$ cat src/rtl/write_back_pkg.sv
// rtl/write_back_pkg.sv - shared ISA constants and stage-register type for the write-back stage
package write_back_pkg;

    localparam logic [31:0] INST_NOP = 32'h83FF_F800;  // ADD R31,R31,R31
    localparam int          RC_HI    = 25;
    localparam int          RC_LO    = 21;
    localparam logic [4:0]  REG_R31  = 5'd31;
    localparam logic [4:0]  REG_XP   = 5'd30;

    typedef struct packed {
        logic [31:0] pc;
        logic [31:0] ir;
        logic [31:0] y;
        logic        op_ld_or_ldr;
        logic        op_st;
        logic        rf_w_mux_jump;
    } wb_stage_t;

    localparam wb_stage_t WB_STAGE_RESET = '{
        pc:            32'h0,
        ir:            INST_NOP,
        y:             32'h0,
        op_ld_or_ldr:  1'b0,
        op_st:         1'b0,
        rf_w_mux_jump: 1'b0
    };

    function automatic logic [4:0] ir_rc(input logic [31:0] ir);
        return ir[RC_HI:RC_LO];
    endfunction

endpackage

$ cat src/rtl/wb_rf_mux.sv
// rtl/wb_rf_mux.sv - register-file write data select and write enable for the write-back stage
module wb_rf_mux
    import write_back_pkg::*;
(
    input  logic [31:0] pc_wb,
    input  logic [31:0] y_wb,
    input  logic [4:0]  rc_wb,
    input  logic        op_ld_or_ldr_wb,
    input  logic        op_st_wb,
    input  logic        rf_w_mux_jump_wb,
    input  logic [31:0] mem_r_data,
    input  logic        load_wait,
    output logic        rf_w_en,
    output logic [4:0]  rf_w_addr,
    output logic [31:0] rf_w_data
);

    always_comb begin
        rf_w_addr = rc_wb;
        // Jumps (including the exception BNE into XP) take priority over load data
        if (rf_w_mux_jump_wb) begin
            rf_w_data = pc_wb;
        end else if (op_ld_or_ldr_wb) begin
            rf_w_data = mem_r_data;
        end else begin
            rf_w_data = y_wb;
        end
        rf_w_en = !op_st_wb && !load_wait && (rc_wb != REG_R31);
    end

endmodule

$ cat src/rtl/write_back.sv
// rtl/write_back.sv - pipeline write-back stage with load-wait stall and retirement counter
module write_back
    import write_back_pkg::*;
(
    input  logic        clk,
    input  logic        rst_n,
    input  logic [31:0] pc,
    input  logic [31:0] ir,
    input  logic [31:0] y,
    input  logic        op_ld_or_ldr,
    input  logic        op_st,
    input  logic        rf_w_mux_jump,
    input  logic [31:0] mem_r_data,
    input  logic        mem_r_valid,
    output logic        rf_w_en,
    output logic [4:0]  rf_w_addr,
    output logic [31:0] rf_w_data,
    output logic        wb_stall,
    output logic        byp_valid,
    output logic [4:0]  byp_addr,
    output logic [31:0] byp_data,
    output logic [31:0] instr_retired
);

    typedef enum logic {
        RUN,
        LD_WAIT
    } wb_state_t;

    wb_state_t state_q, state_d;
    wb_stage_t stg_q;
    logic [31:0] retired_q;
    logic        retire;

    always_ff @(posedge clk or negedge rst_n) begin
        if (!rst_n) begin
            stg_q <= WB_STAGE_RESET;
        end else if (!wb_stall) begin
            stg_q <= '{
                pc:            pc,
                ir:            ir,
                y:             y,
                op_ld_or_ldr:  op_ld_or_ldr,
                op_st:         op_st,
                rf_w_mux_jump: rf_w_mux_jump
            };
        end
    end

    always_ff @(posedge clk or negedge rst_n) begin
        if (!rst_n) begin
            state_q <= RUN;
        end else begin
            state_q <= state_d;
        end
    end

    // Stall lasts only while the load data is missing; valid data completes the load in-cycle
    always_comb begin
        state_d  = state_q;
        wb_stall = 1'b0;
        case (state_q)
            RUN: begin
                if (stg_q.op_ld_or_ldr && !mem_r_valid) begin
                    wb_stall = 1'b1;
                    state_d  = LD_WAIT;
                end
            end
            LD_WAIT: begin
                if (mem_r_valid) begin
                    state_d = RUN;
                end else begin
                    wb_stall = 1'b1;
                end
            end
            default: state_d = RUN;
        endcase
    end

    wb_rf_mux u_rf_mux (
        .pc_wb            (stg_q.pc),
        .y_wb             (stg_q.y),
        .rc_wb            (ir_rc(stg_q.ir)),
        .op_ld_or_ldr_wb  (stg_q.op_ld_or_ldr),
        .op_st_wb         (stg_q.op_st),
        .rf_w_mux_jump_wb (stg_q.rf_w_mux_jump),
        .mem_r_data       (mem_r_data),
        .load_wait        (wb_stall),
        .rf_w_en          (rf_w_en),
        .rf_w_addr        (rf_w_addr),
        .rf_w_data        (rf_w_data)
    );

    assign byp_valid = rf_w_en;
    assign byp_addr  = rf_w_addr;
    assign byp_data  = rf_w_data;

    // An instruction completes when it writes or is a store; NOP bubbles never count
    assign retire = (rf_w_en || (stg_q.op_st && !wb_stall)) && (stg_q.ir != INST_NOP);

    always_ff @(posedge clk or negedge rst_n) begin
        if (!rst_n) begin
            retired_q <= 32'h0;
        end else if (retire) begin
            retired_q <= retired_q + 32'd1;
        end
    end

    assign instr_retired = retired_q;

endmodule
$ cat config.mk
export PLATFORM = sky130hd
export DESIGN_NAME = write_back
export DESIGN_NICKNAME = d
export VERILOG_FILES = /design/src/rtl/write_back_pkg.sv /design/src/rtl/wb_rf_mux.sv /design/src/rtl/write_back.sv
export SDC_FILE = /design/constraint.sdc
export NUM_CORES = 1
export LEC_CHECK = 0
export CORE_AREA = 2 2 191 118
export CTS_CLUSTER_DIAMETER = 100
export CTS_CLUSTER_SIZE = 25
export DETAILED_ROUTE_END_ITERATION = 10
export DIE_AREA = 0 0 193 120
export PLACE_DENSITY = 0.62
export SYNTH_ARGS = -nofsm -noshare
export SYNTH_HDL_FRONTEND = slang
export SYNTH_SLANG_ARGS = --single-unit
export TNS_END_PERCENT = 30
$ cat constraint.sdc
create_clock -name clk -period 2.3 [get_ports clk]
set_clock_uncertainty 0.05 [all_clocks]
set_input_delay 0.23 -clock clk [delete_from_list [all_inputs] [get_ports clk]]
set_output_delay 0.23 -clock clk [all_outputs]
set_load 0.1 [all_outputs]
==> impl_results.md, run 1 <==
* Failing checks: setup timing
* Share of cells above drive strength 1 at 0.237
* Yosys cell types at 33
* HP Class: input port to flop
* Mapped cell area at 0.00635 mm2
* Startpoint types: flop
* Max-slew violation count at 0
* N_diodes at 0
* Syn nets at 869
* Total number of vias at 5603
* Delay-heaviest family, CP: simple AND/OR/NAND/NOR gates
* Worst-Margin Slew at 0.738 ns
* Vias per cell at 4.50
* Largest net degree at the start of global routing at 67
* Initial antenna violation count at 2
* R2R setup slack at -0.03 ns
* Compound-Gate Fraction of Synth Area at 0.0305
* Synthesized flop and latch total at 132
* I/O pins at 243
* Largest family of logic cells by synthesized area: simple AND/OR/NAND/NOR gates
* Chip width at 193 um
* Slew margin rel. at 0.508
* First-pass GRT wire length at 29600 um
* Clock transition at the registers of the reported paths at 0.06 ns
* # rows at 42
* CP Buf/Inv Count at 2
* CP Data Arrival Time at 2.56 ns
* Clock Tree Root: clkbuf_16
* Worst skew pair latency at 0.41 ns
* Final weighted congestion in routability-driven placement at 0.806
* Routed len/inst at 15.1 um
* P&R area growth vs syn at 65.9%
* Clk buf depth at 2
* Sw Share at 0.418
* Cells after Synth at 734
* Worst VDD drop at 1.26 mV
* Leak pwr at 5.10 nW
* Core ar. at 0.0215 mm2
* Status: complete, but fails checks
* Cells along the critical path: or4_1, or4_4, nor4_4, buf_12, buf_12, nor3_1, xor2_1
* Pint at 0.00593 W
* Crit path time final at 2.33 ns
* Hold Crit Endpoint: stg_q[52]
* Die footprint at 0.0232 mm2
* Overall power at 0.0102 W
* Drt drc at 0
* CP max FO at 13
* H-Tree Level Count at 4
* Clk sinks at 132
* WHS at 0.261 ns
* Drt pass-1 iters at 5
* CP dominant cell by count: buf_12
* Sequential area share after synthesis at 0.523
* CP max stage delay at 0.52 ns
* RR Endpoint: instr_retired[29]
* Slowest cell on the critical path: or4_1
* Xor/xnor share of the synthesized area at 0.0428
* Starting Density at 0.295
* Cts bufs inserted at 17
* CTS tree: yes
* Final HPWL DP at 13900 um
* DRT iter0 DRCs at 250
* Maxcap violations at 0
* Final TNS setup at -0.101 ns
* CP Data Required Time at 2.53 ns
* Setup-failing EPs final at 10
* Syn_area_per_cell at 8.65 um2
* Crit Reg-Reg Startpoint: stg_q[61]
* Adder-Cell Fraction of Synth Area at 0.00197
* Port Buffers at 242
* Number of global-route vias before repair at 5568
* Comb pwr share at 0.440
* Tcrit/Tclk final at 1.01
* Post-route ant nets at 0
* Critical Path End Type: flop
* Achievable clock frequency at 430 MHz
* Part of the power in registers at 0.277
* Grt ovf at 0
* Final WL at 18800 um
* DIE HEIGHT at 120 um
* Hold Path Stages at 3
* Worst Min Path Start: ir[17]
* Final Hold Vio Count at 0
* PD cells at 967 mW/mm2
* Post-route setup slack at -0.0256 ns
* Synth warn at 0
* Post-synthesis simple-gate area fraction at 0.271
* Final core utilization at 0.489
* Net Sw Power at 0.00426 W
* Clock share of power at 0.283
* Net count, final at 1081
* Kind of critical path: flop to flop
* R2R depth at 7
* RSZ-0062 raised after global routing: true
* Total global-route track usage at 0.167
* Mux contribution to synthesized area at 0.0528
==> what timing repair did <==
action / CTS / global route
setup endpoints to repair: 30 / 31
pin swaps: 1 / 0
setup buffers: 0 / 0
gates resized for setup: 0 / 1
hold buffers: 1 / 0
hold endpoints to repair: 40 / 0
==> final cells by class <==
cell class	count	area [um2]
tap	286	358
fill	1993	11000
timing repair buffer	271	3320
clock buffer	19	443
multi-input combinational	519	2880
sequential	132	3330
clock inverter	13	184
inverter	5	20.0
==> synthesized netlist by cell type <==
master | count | area (um2)
and2_1 | 1 | 6.26
and3_1 | 4 | 25.0
and4_1 | 2 | 17.5
buf_1 | 3 | 11.3
buf_4 | 43 | 323
buf_6 | 3 | 33.8
clkbuf_1 | 29 | 109
dfrtp_1 | 116 | 2900
dfstp_2 | 16 | 420
ha_1 | 1 | 12.5
inv_1 | 4 | 15.0
inv_2 | 1 | 3.75
mux2_4 | 1 | 15.0
mux2i_1 | 32 | 320
nand2_1 | 341 | 1280
nand3_1 | 16 | 80.1
nand4_1 | 8 | 50.1
nor2_1 | 9 | 33.8
nor2_2 | 1 | 6.26
nor2b_1 | 1 | 6.26
nor3_1 | 22 | 110
nor3b_1 | 1 | 7.51
nor4_1 | 6 | 37.5
nor4_4 | 1 | 21.3
nor4b_1 | 2 | 17.5
o21ai_0 | 34 | 170
o21bai_1 | 1 | 7.51
o31a_1 | 1 | 8.76
o31ai_1 | 1 | 7.51
or4_1 | 1 | 7.51
or4_4 | 1 | 11.3
xnor2_1 | 1 | 8.76
xor2_1 | 30 | 263
==> logic make-up after synthesis <==
logic type	count (synthesis)
AO/OA/AOI/OAI	37
XOR/XNOR	31
adder cells (fa/ha/maj)	1
buffers and inverters	83
flip-flops	132
multiplexers	33
AND/OR/NAND/NOR	417
==> per-stage QoR <==
step	std cells	cell area (um2)	worst slack, ns
5_1_grt	1245	10500	-0.103
3_3_place_gp	1212	9890	-0.0684
3_5_place_dp	1212	9890	-0.113
4_1_cts	1245	10500	-0.0450
2_1_floorplan	734	6690	-0.492
6_report	1245	10500	-0.0256
==> worst max-delay path by stage <==
stage / start / slack, ns / to / cells after the start
6_report: stg_q[61] / -0.03 / instr_retired[29] / 7
5_1_grt: stg_q[61] / -0.10 / instr_retired[17] / 7
4_1_cts: stg_q[61] / -0.04 / instr_retired[1] / 6
3_5_place_dp: stg_q[61] / -0.11 / instr_retired[1] / 6
3_3_place_gp: stg_q[61] / -0.07 / instr_retired[1] / 6
2_1_floorplan: stg_q[2] / -0.49 / rf_w_en / 7
==> flip-flops by register name, indices dropped and copies added (netlist names) <==
signal         count
state_q            1
instr_retired     32
stg_q             99
==> routing by layer <==
layer	up-vias	wire (um)	global-route usage
li1	2747	-	-
met1	2647	8570	0.228
met2	192	7900	0.234
met3	15	2090	0.0790
met4	2	181	0.0464
met5	-	13	0
==> placed cells by master (no fill, tap or decap), types with 2 or more instances in the layout <==
| master | synthesis | routed |
|---|---|---|
| nand3_1 | 16 | 16 |
| buf_4 | 43 | 61 |
| o21ai_4 | 0 | 27 |
| mux2i_1 | 32 | 32 |
| clkinv_2 | 0 | 3 |
| nor2_1 | 9 | 9 |
| and3_1 | 4 | 4 |
| xor2_1 | 30 | 30 |
| nor3_1 | 22 | 21 |
| dfstp_2 | 16 | 16 |
| nand2_1 | 341 | 341 |
| nor4b_1 | 2 | 2 |
| o21ai_2 | 0 | 5 |
| clkinvlp_4 | 0 | 6 |
| and4_1 | 2 | 2 |
| clkbuf_16 | 0 | 17 |
| dfrtp_1 | 116 | 114 |
| nand4_1 | 8 | 8 |
| nor4_1 | 6 | 6 |
| o21ai_0 | 34 | 2 |
| inv_1 | 4 | 4 |
| bufinv_16 | 0 | 4 |
| clkdlybuf4s50_1 | 0 | 132 |
| buf_12 | 0 | 76 |
==> worst reg2reg max path: stages (launching register included) <==
cell     delay [ns]
dfrtp_1        0.37
or4_1          0.52
or4_4          0.51
nor4_4         0.21
buf_12         0.18
buf_12         0.14
nor3_1         0.07
xor2_1         0.16
==> power by group through the flow <==
| stage | Combinational, W | Sequential [W] | Clock (W) |
|---|---|---|---|
| 2_1_floorplan | 0.00265 | 0.00320 | 0 |
| 3_3_place_gp | 0.00449 | 0.00285 | 0 |
| 3_5_place_dp | 0.00451 | 0.00286 | 0 |
| 4_1_cts | 0.00452 | 0.00282 | 0.00297 |
| 5_1_grt | 0.00467 | 0.00286 | 0.00308 |
| 6_report | 0.00449 | 0.00282 | 0.00289 |
Power figures use the tool's default switching activity.
==> inputs of run 2 (changes only) <==
CTS_CLUSTER_SIZE = unset   (was 25)
RECOVER_POWER = 25   (was unset)
==> impl_results.md, run 2 (same netlist as run 1, synthesis figures left out) <==
* Filler Cell Count at 1993 (unchanged)
* Status: complete, but fails checks (unchanged)
* Largest net degree at the start of global routing at 67 (unchanged)
* CP max FO at 13 (unchanged)
* Footprint of the multi-input gates at 0.00288 mm2 (unchanged)
* Total global-route track usage at 0.167 (unchanged)
* Initial antenna violation count at 2 (unchanged)
* Failing checks: setup timing (unchanged)
* Achievable clock frequency at 430 MHz (unchanged)
* R2R setup slack at -0.03 ns (about the same)
* Comb pwr share at 0.440 (about the same)
* Slew margin rel. at 0.0399 (was 0.508)
* Grt ovf at 0 (unchanged)
* Post-DP Area at 0.00989 mm2 (unchanged)
* Net Sw Power at 0.00426 W (about the same)
* Core ar. at 0.0215 mm2 (unchanged)
* Setup-failing EPs final at 10 (unchanged)
* Part of the power in registers at 0.277 (about the same)
* Clk buf depth at 2 (unchanged)
* Commonest cells after routing, fill and taps aside: 341 x nand2_1, 132 x clkdlybuf4s50_1, 114 x dfrtp_1 (unchanged)
* Sw Share at 0.418 (about the same)
* Final TNS setup at -0.101 ns (unchanged)
* Drt pass-1 iters at 5 (unchanged)
* First-pass GRT wire length at 29600 um (unchanged)
* Clk sinks at 132 (unchanged)
* Top reg by flops: stg_q (unchanged)
* Max reg flops at 99 (unchanged)
* I/O pins at 243 (unchanged)
* Final WL at 18800 um (about the same)
* Max-slew violation count at 0 (unchanged)
* Worst-Margin Slew at 1.44 ns (was 0.738 ns)
* Register area at 0.00333 mm2 (unchanged)
* Clock share of power at 0.283 (about the same)
* # rows at 42 (unchanged)
* WHS at 0.261 ns (unchanged)
* Cells after DPL at 1212 (unchanged)
* Worst skew pair latency at 0.41 ns (about the same)
* Final Non-Filler Cells at 1245 (unchanged)
* Net count, final at 1081 (unchanged)
* CP Data Arrival Time at 2.56 ns (about the same)
* Crit path time final at 2.33 ns (unchanged)
* Clock transition at the registers of the reported paths at 0.06 ns (about the same)
* Port Buffers at 242 (unchanged)
* Leading cell type in the layout, fill and taps excluded: nand2_1 (unchanged)
* Leak pwr at 5.10 nW (about the same)
* CP Data Required Time at 2.53 ns (about the same)
* Critical Path End Type: flop (unchanged)
* Tcrit/Tclk final at 1.01 (unchanged)
* Maxcap violations at 0 (unchanged)
* Number of global-route vias before repair at 5568 (unchanged)
* Final weighted congestion in routability-driven placement at 0.806 (unchanged)
* Clock Tree Root: clkbuf_16 (unchanged)
* Post-route ant nets at 0 (unchanged)
* N_diodes at 0 (unchanged)
* Die footprint at 0.0232 mm2 (unchanged)
* HP Class: input port to flop (unchanged)
* H-Tree Level Count at 4 (unchanged)
* Kind of critical path: flop to flop (unchanged)
* Startpoint types: flop (unchanged)
* P&R area growth vs syn at 65.8% (was 65.9%)
* PD cells at 968 mW/mm2 (was 967 mW/mm2)
* Routed len/inst at 15.1 um (about the same)
* DIE HEIGHT at 120 um (unchanged)
* Drt drc at 0 (unchanged)
* Vias per cell at 4.50 (about the same)
* Design area at 0.0105 mm2 (about the same)
* Total number of vias at 5605 (was 5603)
* Final HPWL DP at 13900 um (unchanged)
* Cts bufs inserted at 17 (unchanged)
* Post-route setup slack at -0.0256 ns (unchanged)
* Worst VDD drop at 1.26 mV (about the same)
* Chip width at 193 um (unchanged)
* RSZ-0062 raised after global routing: true (unchanged)
* Pint at 0.00593 W (about the same)
* Final Hold Vio Count at 0 (unchanged)
* Starting Density at 0.295 (unchanged)
* Post-CTS setup buffers at 0 (unchanged)
* CTS tree: yes (unchanged)
* Pre-CTS WS at -0.113 ns (unchanged)
* Share of cells above drive strength 1 at 0.237 (unchanged)
* DRT iter0 DRCs at 250 (unchanged)
[run 2: power groups by stage]
stage	sequential, W	clock (W)	combinational (W)
after floorplan	0.00320	0	0.00265
after global placement	0.00285	0	0.00449
after detailed placement	0.00286	0	0.00451
after CTS	0.00282	0.00297	0.00452
after global routing	0.00286	0.00308	0.00467
final	0.00282	0.00289	0.00449
[run 2: final timing paths]
check                      startpoint                 to  depth (start not counted)
setup / recovery            stg_q[61]  instr_retired[29]                          7
hold / removal                 ir[17]          stg_q[52]                          3
setup reg to reg            stg_q[61]  instr_retired[29]                          7
hold reg to reg             stg_q[52]          stg_q[52]                          2
max in group asynchronous       rst_n           stg_q[0]                          3
min in group asynchronous       rst_n  instr_retired[30]                          2
[run 2: cell type report]
cell class                 count  share of cell area
tap                          286              0.0340
multi-input combinational    519               0.274
clock inverter                13              0.0175
clock buffer                  19              0.0421
timing repair buffer         271               0.315
inverter                       5             0.00190
sequential                   132               0.316
[run 2: per-layer routing]
| metal | up-vias | global-route usage | share of wire |
|---|---|---|---|
| met5 | - | 0 | 0.00069 |
| met4 | 2 | 0.0464 | 0.0096 |
| met3 | 15 | 0.0790 | 0.11 |
| met2 | 192 | 0.234 | 0.42 |
| met1 | 2649 | 0.228 | 0.46 |
| li1 | 2747 | - | - |
[run 2: worst max-delay path, stage by stage (launching register included)]
cell and delay, ns:
dfrtp_1 0.37, or4_1 0.52, or4_4 0.51, nor4_4 0.21, buf_12 0.18, buf_12 0.13, nor3_1 0.07, xor2_1 0.16
[run 2: what timing repair did]
action                                 4_1_cts  5_1_grt
endpoints found under the hold margin       40        0
hold buffers                                 1        0
gates resized for setup                      0        1
setup endpoints to repair                   30       31
pin swaps                                    1        0
[run 2: metrics by stage]
stage | total power (W) | utilization
CTS | 0.0103 | 0.489
floorplan | 0.00584 | -
global route | 0.0106 | 0.489
global placement | 0.00734 | 0.459
finish | 0.0102 | 0.489
detailed placement | 0.00737 | 0.459
==> inputs of run 3 (changes only) <==
CAP_MARGIN = 10   (was unset)
CORE_AREA = 2 2 166 103   (was 2 2 191 118)
DIE_AREA = 0 0 168 105   (was 0 0 193 120)
PLACE_DENSITY = 0.78   (was 0.62)
==> impl_results.md, run 3 (same netlist as run 1, synthesis figures left out) <==
* Clock transition at the registers of the reported paths at 0.06 ns (about the same)
* Port Buffers at 242 (unchanged)
* GR Util met2 at 0.357 (was 0.234)
* Tcrit/Tclk final at 0.998 (was 1.01)
* Commonest cells after routing, fill and taps aside: 341 x nand2_1, 132 x clkdlybuf4s50_1, 114 x dfrtp_1 (unchanged)
* PD cells at 962 mW/mm2 (was 968 mW/mm2)
* Final weighted congestion in routability-driven placement at 0.827 (was 0.806)
* Maxcap violations at 0 (unchanged)
* Worst-Margin Slew at 1.21 ns (was 1.44 ns)
* RSZ-0062 raised after global routing: true (unchanged)
* Final WL at 18500 um (was 18800 um)
* Crit path time final at 2.29 ns (was 2.33 ns)
* # rows at 36 (was 42)
* Routed len/inst at 15.8 um (was 15.1 um)
* CP max FO at 6 (was 13)
* Grt ovf at 0 (unchanged)
* DRT iter0 DRCs at 394 (was 250)
* Core ar. at 0.0160 mm2 (was 0.0215 mm2)
* Starting Density at 0.397 (was 0.295)
* Most used routing layer: met2 (unchanged)
* Clock Tree Root: clkbuf_16 (unchanged)
* CTS tree: yes (unchanged)
* CP Data Required Time at 2.51 ns (was 2.53 ns)
* Total global-route track usage at 0.219 (was 0.167)
* Status: finished, final reports clean (was complete, but fails checks)
* Number of global-route vias before repair at 6034 (was 5568)
* Final Non-Filler Cells at 1174 (was 1245)
* Chip width at 168 um (was 193 um)
* H-Tree Level Count at 4 (unchanged)
* CP Data Arrival Time at 2.50 ns (was 2.56 ns)
* Met3 Use GR at 0.0742 (was 0.0790)
* I/O pins at 243 (unchanged)
* Max-slew violation count at 0 (unchanged)
* Worst VDD drop at 0.567 mV (was 1.26 mV)
* Global Route met1 Usage at 0.285 (was 0.228)
* Cts bufs inserted at 17 (unchanged)
* First-pass GRT wire length at 30700 um (was 29600 um)
* Net count, final at 1086 (was 1081)
* Total number of vias at 5688 (was 5605)
* Leak pwr at 5.13 nW (was 5.10 nW)
* Initial antenna violation count at 2 (unchanged)
* Clk sinks at 132 (unchanged)
* Die footprint at 0.0176 mm2 (was 0.0232 mm2)
* Vias per cell at 4.84 (was 4.50)
* Largest net degree at the start of global routing at 66 (was 67)
* Final Hold Vio Count at 0 (unchanged)
* Achievable clock frequency at 436 MHz (was 430 MHz)
* P&R area growth vs syn at 65.1% (was 65.8%)
* Cells after DPL at 1134 (was 1212)
* Post-route ant nets at 0 (unchanged)
* Startpoint types: flop (unchanged)
* Critical Path End Type: flop (unchanged)
* Drt pass-1 iters at 4 (was 5)
* WHS at 0.275 ns (was 0.261 ns)
* Drt drc at 0 (unchanged)
* Kind of critical path: flop to flop (unchanged)
* Final HPWL DP at 13800 um (was 13900 um)
* Setup-failing EPs final at 0 (was 10)
* HP Class: input port to flop (unchanged)
* Top reg by flops: stg_q (unchanged)
* Share of cells above drive strength 1 at 0.244 (was 0.237)
* Clk buf depth at 2 (unchanged)
* Max reg flops at 99 (unchanged)
* DIE HEIGHT at 105 um (was 120 um)
* Slew margin rel. at 0.193 (was 0.0399)
* Leading cell type in the layout, fill and taps excluded: nand2_1 (unchanged)
* Worst skew pair latency at 0.40 ns (was 0.41 ns)
==> run 3: layer usage <==
metal | routed length, um | part of all wire
met1 | 8080 | 0.44
met2 | 8680 | 0.47
met3 | 1600 | 0.086
met4 | 151 | 0.0082
met5 | 13 | 0.00070
==> run 3: area by class of cell <==
class / instances / area (um2)
Timing Repair Buffer: 276 / 3350
Clock buffer: 19 / 453
Clock inverter: 13 / 170
Sequential cell: 132 / 3330
Antenna cell: 1 / 2.50
Fill cell: 1319 / 5510
Inverter: 5 / 20.0
Multi-Input combinational cell: 519 / 2890
Tap cell: 209 / 262
==> run 3: through the flow <==
stage | util | setup slack [ns] | setup TNS [ns] | cell area [um2] | power (W)
6_report | 0.655 | 0.00533 | 0 | 10500 | 0.0101
5_1_grt | 0.655 | -0.0665 | -1.48 | 10500 | 0.0105
4_1_cts | 0.653 | 0.0246 | 0 | 10400 | 0.0102
3_5_place_dp | 0.610 | -0.118 | -1.76 | 9750 | 0.00731
3_3_place_gp | 0.610 | -0.0351 | -0.410 | 9750 | 0.00727
2_1_floorplan | - | -0.492 | -10.60 | 6690 | 0.00584
==> run 3: final timing paths <==
| kind | startpoint | to | slack [ns] | cells past startpoint |
|---|---|---|---|---|
| max in group asynchronous | rst_n | instr_retired[2] | 0.48 | 3 |
| worst min-delay path | ir[13] | stg_q[48] | 0.28 | 3 |
| worst max-delay path | stg_q[61] | instr_retired[21] | 0.005 | 7 |
| worst min register to register | stg_q[48] | stg_q[48] | 0.40 | 2 |
| min in group asynchronous | rst_n | stg_q[34] | 0.57 | 2 |
| worst max register to register | stg_q[61] | instr_retired[21] | 0.005 | 7 |
==> run 3: worst max-delay path, stage by stage (launching register included) <==
cell and delay [ns]:
dfrtp_1 0.38, or4_1 0.51, or4_4 0.44, nor4_4 0.14
buf_4 0.18, bufbuf_16 0.25, nor4_1 0.06, xor2_1 0.14
==> run 3: where the power goes <==
part           internal, W  switching, W
Combinational      0.00145       0.00298
Sequential         0.00261      0.000220
Clock              0.00178       0.00105
==> run 3: repair_timing <==
action | CTS | global route
pin swaps | 2 | 0
endpoints found under the setup margin | 22 | 32
cloned | 1 | 1
endpoints found under the hold margin | 45 | 0
resized for setup | 0 | 4
hold buffers | 1 | 0
setup buffers | 3 | 1
